<file path="src/rtl/multicycle_control.sv">
// rtl/multicycle_control.sv - multicycle MIPS-style datapath control FSM
//
// Purpose: sequences FETCH/DECODE/execute/writeback for R-type, LW, SW,
// BEQ, ADDI, J and JAL, driving datapath enables and mux selects.
// Ports:
//   clk, reset       rising-edge clock, asynchronous active-low reset
//   opcode[5:0]      IR[31:26], held stable by the IR after FETCH
//   mem_ready        memory finishes the current access this cycle
//   PCWRITE, BRANCH, IRWRITE, REGWRITE, MEMWRITE, mem_req   enables
//   ALUSRCA, ALUSRCB, ALUOP, PCSRC, WRITEDATASELECT, WRITEPORTSELECT  selects
//   state[3:0]       current state code
//   illegal_op       sticky unknown-opcode flag
module multicycle_control (
  input  logic       clk,
  input  logic       reset,
  input  logic [5:0] opcode,
  input  logic       mem_ready,
  output logic       PCWRITE,
  output logic       BRANCH,
  output logic       IRWRITE,
  output logic       REGWRITE,
  output logic       MEMWRITE,
  output logic       mem_req,
  output logic       ALUSRCA,
  output logic [1:0] ALUSRCB,
  output logic [1:0] ALUOP,
  output logic [1:0] PCSRC,
  output logic [1:0] WRITEDATASELECT,
  output logic       WRITEPORTSELECT,
  output logic [3:0] state,
  output logic       illegal_op
);

  typedef enum logic [3:0] {
    S_FETCH  = 4'd0,
    S_DECODE = 4'd1,
    S_MEMADR = 4'd2,
    S_MEMRD  = 4'd3,
    S_MEMWB  = 4'd4,
    S_MEMWR  = 4'd5,
    S_EXEC   = 4'd6,
    S_ALUWB  = 4'd7,
    S_BRCH   = 4'd8,
    S_ADDIEX = 4'd9,
    S_ADDIWB = 4'd10,
    S_JUMP   = 4'd11,
    S_JAL    = 4'd12
  } state_t;

  localparam logic [5:0] OP_RTYPE = 6'b000000;
  localparam logic [5:0] OP_LW    = 6'b100011;
  localparam logic [5:0] OP_SW    = 6'b101011;
  localparam logic [5:0] OP_BEQ   = 6'b000100;
  localparam logic [5:0] OP_ADDI  = 6'b001000;
  localparam logic [5:0] OP_J     = 6'b000010;
  localparam logic [5:0] OP_JAL   = 6'b000011;

  state_t r_state;
  logic   r_illegal_op;

  always_ff @(posedge clk or negedge reset) begin
    if (!reset) begin
      r_state      <= S_FETCH;
      r_illegal_op <= 1'b0;
    end else begin
      case (r_state)
        S_FETCH:  if (mem_ready) r_state <= S_DECODE;
        S_DECODE: begin
          case (opcode)
            OP_RTYPE:      r_state <= S_EXEC;
            OP_LW, OP_SW:  r_state <= S_MEMADR;
            OP_BEQ:        r_state <= S_BRCH;
            OP_ADDI:       r_state <= S_ADDIEX;
            OP_J:          r_state <= S_JUMP;
            OP_JAL:        r_state <= S_JAL;
            default: begin
              r_state      <= S_FETCH;
              r_illegal_op <= 1'b1;
            end
          endcase
        end
        // Only LW/SW reach MEMADR; anything else falls back to FETCH.
        S_MEMADR: begin
          if (opcode == OP_LW)      r_state <= S_MEMRD;
          else if (opcode == OP_SW) r_state <= S_MEMWR;
          else                      r_state <= S_FETCH;
        end
        S_MEMRD:  if (mem_ready) r_state <= S_MEMWB;
        S_MEMWB:  r_state <= S_FETCH;
        S_MEMWR:  if (mem_ready) r_state <= S_FETCH;
        S_EXEC:   r_state <= S_ALUWB;
        S_ALUWB:  r_state <= S_FETCH;
        S_BRCH:   r_state <= S_FETCH;
        S_ADDIEX: r_state <= S_ADDIWB;
        S_ADDIWB: r_state <= S_FETCH;
        S_JUMP:   r_state <= S_FETCH;
        S_JAL:    r_state <= S_FETCH;
        default:  r_state <= S_FETCH;
      endcase
    end
  end

  assign state      = r_state;
  assign illegal_op = r_illegal_op;

  always_comb begin
    PCWRITE         = 1'b0;
    BRANCH          = 1'b0;
    IRWRITE         = 1'b0;
    REGWRITE        = 1'b0;
    MEMWRITE        = 1'b0;
    mem_req         = 1'b0;
    ALUSRCA         = 1'b0;
    ALUSRCB         = 2'b00;
    ALUOP           = 2'b00;
    PCSRC           = 2'b00;
    WRITEDATASELECT = 2'b00;
    WRITEPORTSELECT = 1'b0;
    case (r_state)
      S_FETCH: begin
        mem_req = 1'b1;
        ALUSRCB = 2'b01;
        PCWRITE = mem_ready;
        IRWRITE = mem_ready;
      end
      S_DECODE: ALUSRCB = 2'b11;
      S_MEMADR: begin
        ALUSRCA = 1'b1;
        ALUSRCB = 2'b10;
      end
      S_MEMRD:  mem_req = 1'b1;
      S_MEMWB: begin
        REGWRITE        = 1'b1;
        WRITEDATASELECT = 2'b01;
      end
      S_MEMWR: begin
        mem_req  = 1'b1;
        MEMWRITE = 1'b1;
      end
      S_EXEC: begin
        ALUSRCA = 1'b1;
        ALUOP   = 2'b10;
      end
      S_ALUWB: begin
        REGWRITE        = 1'b1;
        WRITEPORTSELECT = 1'b1;
      end
      S_BRCH: begin
        ALUSRCA = 1'b1;
        ALUOP   = 2'b01;
        BRANCH  = 1'b1;
        PCSRC   = 2'b01;
      end
      S_ADDIEX: begin
        ALUSRCA = 1'b1;
        ALUSRCB = 2'b10;
      end
      S_ADDIWB: REGWRITE = 1'b1;
      S_JUMP: begin
        PCWRITE = 1'b1;
        PCSRC   = 2'b10;
      end
      S_JAL: begin
        PCWRITE         = 1'b1;
        PCSRC           = 2'b10;
        REGWRITE        = 1'b1;
        WRITEDATASELECT = 2'b10;
      end
      default: ;
    endcase
    // Reset kills every enable immediately, even mid-cycle (e.g. during a
    // MEMWR wait) since the state register alone would leave FETCH's mem_req.
    if (!reset) begin
      PCWRITE  = 1'b0;
      BRANCH   = 1'b0;
      IRWRITE  = 1'b0;
      REGWRITE = 1'b0;
      MEMWRITE = 1'b0;
      mem_req  = 1'b0;
    end
  end

endmodule

</file>
<file path="config.mk">
export PLATFORM = sky130hd
export DESIGN_NAME = multicycle_control
export DESIGN_NICKNAME = d
export VERILOG_FILES = /design/src/rtl/multicycle_control.sv
export SDC_FILE = /design/constraint.sdc
export NUM_CORES = 1
export LEC_CHECK = 0
export CORE_MARGIN = 3
export CORE_UTILIZATION = 41
export CTS_BUF_LIST = sky130_fd_sc_hd__clkbuf_8
export CTS_CLUSTER_SIZE = 25
export DETAILED_ROUTE_END_ITERATION = 16
export PLACE_DENSITY_LB_ADDON = 0.25
export SLEW_MARGIN = 20
export SYNTH_ARGS = -nofsm -noshare
export SYNTH_HDL_FRONTEND = slang
export SYNTH_SLANG_ARGS = --single-unit
</file>
<file path="constraint.sdc">
create_clock -name clk -period 1.44 [get_ports clk]
set_input_delay 0.144 -clock clk [delete_from_list [all_inputs] [get_ports clk]]
set_output_delay 0.144 -clock clk [all_outputs]
set_load 0.1 [all_outputs]
</file>
==> results of run 1 <==
==> per-stage QoR <==
stage             cells  setup WS, ns
global placement    151        -0.152
floorplan            85         -1.19
==> synthesized netlist by cell type, types with 2 or more instances <==
library cell,n,area share (%)
nor2_1,8,5.0
nor3_1,8,6.6
xnor2_1,3,4.4
dfrtp_1,5,21
nand2b_1,4,4.1
a21oi_1,3,2.5
o22ai_1,2,2.1
o21ai_0,5,4.1
nor3b_1,2,2.5
nand2_1,3,1.9
nor4_1,3,3.1
nand3_1,2,1.7
and3_1,2,2.1
buf_2,4,3.3
inv_1,5,3.1
clkbuf_1,3,1.9
a31oi_1,2,2.1
o31ai_1,2,2.5
mux2i_1,2,3.3
==> cells by family after synthesis <==
group,synth area share (%)
multiplexers,3.32
flip-flops,20.7
AO/OA/AOI/OAI,24.5
AND/OR/NAND/NOR,35.5
buffers and inverters,10.2
XOR/XNOR,5.81
==> out/metrics.cfg, run 1 <==
[outcome]
haltStage=detailed placement
run_status=stopped before the end
flow.first_error=[ERROR DPL-0038] Utilization greater than 100%, impossible to legalize

[synthesis]
netlist_area_um2=603
mappedNetlistNets=94
synth.yosys.warnings=0
synth_edf_count=0
ys.flop_type=dfrtp_1
synth_async_sr_flop_share_pct=100
synth-seq-cells=5
post_synthesis_area_per_instance_um2=7.10
post_synthesis_cell_count=85
netlist-cell-type-count=36
ys_seq_area_share_pct=20.7

[floorplanning]
die_span_y_um=44.4
core.rowCount=13
design.portCount=30
die_width_um=44.4
initial_core_util_pct=45.2

[place]
number_of_buffers_inserted_by_port_buffering=29
globalplace.congestion=0.949

==> run 2, diff against run 1 <==
Settings changed: CORE_AREA from default to 3 3 64 66, CORE_MARGIN 3 to default, CORE_UTILIZATION 41 to default, CTS_BUF_LIST sky130_fd_sc_hd__clkbuf_8 to default, CTS_CLUSTER_SIZE 25 to default, DIE_AREA from default to 0 0 67 69, PLACE_DENSITY_LB_ADDON 0.25 to 0.15.
==> run 2 against run 1 <==
Effect of this change:
- the flow now finishes, with violations (negative setup slack)
- synthesized cell count is the same
- area after synthesis did not move
==> out/metrics.cfg, run 2 <==
[routing]
finalWirelength_mm=2.67
detail_route.drc_violations=0
wl_per_cell_um=12.5
drt-pass1-iter-count=2
first_iter_violations=11
dr_total_vias=935
detail_routed_via_count_per_cell=4.39
drt.antenna.violating_nets=0

[synthesis]
post_synth_main_area_contributors=dfrtp_1 21%, nor3_1 6.6%, nor2_1 5.0%
synth_largest_area_cell=dfrtp_1
post_synthesis_cell_count=85  ; unchanged
netlist-cell-type-count=36  ; unchanged
netlist_area_um2=603  ; unchanged
post_synthesis_area_per_instance_um2=7.10  ; unchanged
ys_seq_area_share_pct=20.7  ; unchanged
ys.flop_type=dfrtp_1
synth-seq-cells=5  ; unchanged
synth_common_cells=8 x nor2_1, 8 x nor3_1, 5 x dfrtp_1, 5 x inv_1, 5 x o21ai_0
mappedNetlistNets=94  ; unchanged
synth.yosys.warnings=0  ; unchanged
synth_edf_count=0  ; unchanged
yosysTopAreaCellShare_pct=20.7  ; unchanged
synth_async_sr_flop_share_pct=100  ; unchanged

[sta]
final.min_clock_period_ns=1.81
layout_worst_path_cycle_share_pct=126
setup_viol=22
clock_skew_ns=0.000709
timing_hold_violations_final=0
slew_viols_final=0
timing.final.ws_setup_ns=-0.371
hold_ws_ns=0.335
timing.fmax_mhz=552
worst-slew-pin-transition_ns=0.333
timing.slew.headroom_pct=77.8
totalNegativeSetupSlack_ns=-4.18
grt_setup_unrepaired=true

[floorplanning]
core.rowCount=22  ; +9
die_area_mm2=0.00462
die_width_um=67  ; +51%
die_span_y_um=69  ; +56%
core_area_mm2=0.00363
initial_core_util_pct=16.6  ; -29 points
design.portCount=30  ; unchanged

[place]
post-dp-hpwl_mm=1.96
globalplace.congestion=0.748  ; -21%
placed_cells_incl_taps=192
place_area_mm2=0.00162
number_of_buffers_inserted_by_port_buffering=29  ; unchanged
pre_cts_slack_ns=-0.188

[global_routing]
grt_overflow_total=0
largest_net_degree_at_the_start_of_global_routing=14
antenna_violations_before_repair=0
first_global_vias=984
groute.usage.overall_pct=12.0
first_pass_grt_wire_length_mm=4.49

[pwr]
power.share.clock_pct=19.9
power.static_leakage_nw=0.764
switching_share_pct=42.9
total_switching_power_w=0.000582
vdd_drop_max_mv=0.234
p_seq_share_pct=12.5
power.internal_w=0.000776
combPwrFrac_pct=67.7
power-per-cell-area_mw_per_mm2=703

[clock_network]
cts.root.buffer_cell=clkbuf_8
cts_hold_buffers=0
tritoncts=done
cts.reportedPaths.clkPinSlew_ns=0.04
cts.sink_count=5
skew_pair_late_insertion_delay_ns=0.22
cts-buffers-inserted=3
clock_path_buffers=2
cts-htree-levels=1

[critical_path]
path_cells=or3b_1 > o21a_1 > nor2_4 > a21o_4 > buf_12
r2r_end=illegal_op
reg2reg_setup_slack_ns=-0.10
kind_of_start_point_of_the_critical_path=flop
critical_path.top_delay_family=simple AND/OR/NAND/NOR gates
r2r_start=state[0]
critical_path.endpoint_type=primary output
crit_type=flop to primary output
reg2reg_depth=8
worstSetupEndpoint=PCWRITE
crit_start=state[1]
worst_path_largest_cell_delay_ns=0.48
arrival_ns=1.67
worstPathRequired_ns=1.30
critical_path_buf_inv_count=1
logic_depth_of_the_worst_setup_path_including_buffers=5
path_max_fanout=2
cp_slowest_cell=dfrtp_4

[cells_and_area]
layout.nets=175
largest_reg_flops=4
n_fill_cell=342
fin_area_mm2=0.00193
mostFrequentLayoutCells=33 x buf_4, 25 x buf_12, 19 x buf_6
final_common_cell=buf_4
num_antenna_cells=0
layout-drive-gt1-share_pct=67.9
syn2layout_area_growth_pct=220
final_cell_count_no_fill=213

[flow_run]
cap_viol_max_count=0

[outcome]
run_status=finished with violations
violations=negative setup slack

[min_path]
min_path_type=primary input to async pin

-- run 2: cell counts after synthesis --
No cell type changed its count.
-- run 2: logic make-up after synthesis --
logic type,synth area share [%]
AOI/OAI and AO/OA,24.5
xor gates and xnor gates,5.81
buffers and inverters,10.2
DFF,20.7
muxes,3.32
and+or+nand+nor,35.5
-- run 2: what timing repair did --
item	in CTS	in global routing
resized for setup	22	12
endpoints found under the setup margin	20	23
pin swaps	9	13
hold endpoints to repair	0	0
setup buffers	11	9
-- run 2: worst min-delay path by stage --
stage,slack [ns],cells after the start,to,start
global placement,0.53,1,illegal_op,illegal_op
floorplan,-0.15,0,illegal_op,reset
finish,0.34,2,illegal_op,reset
global route,0.35,2,illegal_op,reset
CTS,0.34,2,state[3],reset
detailed placement,0.54,1,illegal_op,illegal_op
-- run 2: final cells by class --
| cell class | instances | area [um2] | area share, % |
|---|---|---|---|
| Timing Repair Buffer | 85 | 1040 | 54.0 |
| Multi-Input combinational cell | 66 | 626 | 32.4 |
| Inverter | 5 | 18.8 | 0.972 |
| Sequential cell | 5 | 140 | 7.25 |
| Clock buffer | 4 | 45.0 | 2.33 |
| Tap cell | 48 | 60.1 | 3.11 |
-- run 2: per-layer routing --
layer	share of wire (%)	global-route usage, %	up-vias
met5	0	0	-
met4	0.71	4.05	0
met3	2.4	0.977	2
met2	58	22.5	18
met1	39	13.6	442
li1	-	-	473
-- run 2: metrics by stage --
| stage | utilization, % | total power, W |
|---|---|---|
| after global placement | 44.7 | 0.000937 |
| after detailed placement | 44.7 | 0.000939 |
| after global routing | 53.2 | 0.00141 |
| final | 53.2 | 0.00136 |
| after CTS | 50.5 | 0.00131 |
| after floorplan | - | 0.000626 |
-- run 2: power by group through the flow --
stage / registers [W] / clock network [W] / logic [W]
global placement: 0.000171 / 0 / 0.000766
global route: 0.000170 / 0.000282 / 0.000959
detailed placement: 0.000171 / 0 / 0.000768
floorplan: 0.000229 / 0 / 0.000396
CTS: 0.000168 / 0.000268 / 0.000876
finish: 0.000169 / 0.000270 / 0.000919
-- run 2: worst register-to-register path, delay by kind of cell, from the launching register on --
kind | cells | cell delay, ns
compound gates | 1 | 0.18
simple gates | 2 | 0.14
buf+inv | 5 | 0.63
flops | 1 | 0.49
No activity file was read; power rests on OpenSTA's default activity.
==> run 3, diff against run 2 <==
Settings changed: GPL_ROUTABILITY_DRIVEN from default to 0.
==> results of run 3 <==
Same layout as run 2: the final DEF is identical, and so are final timing and power.
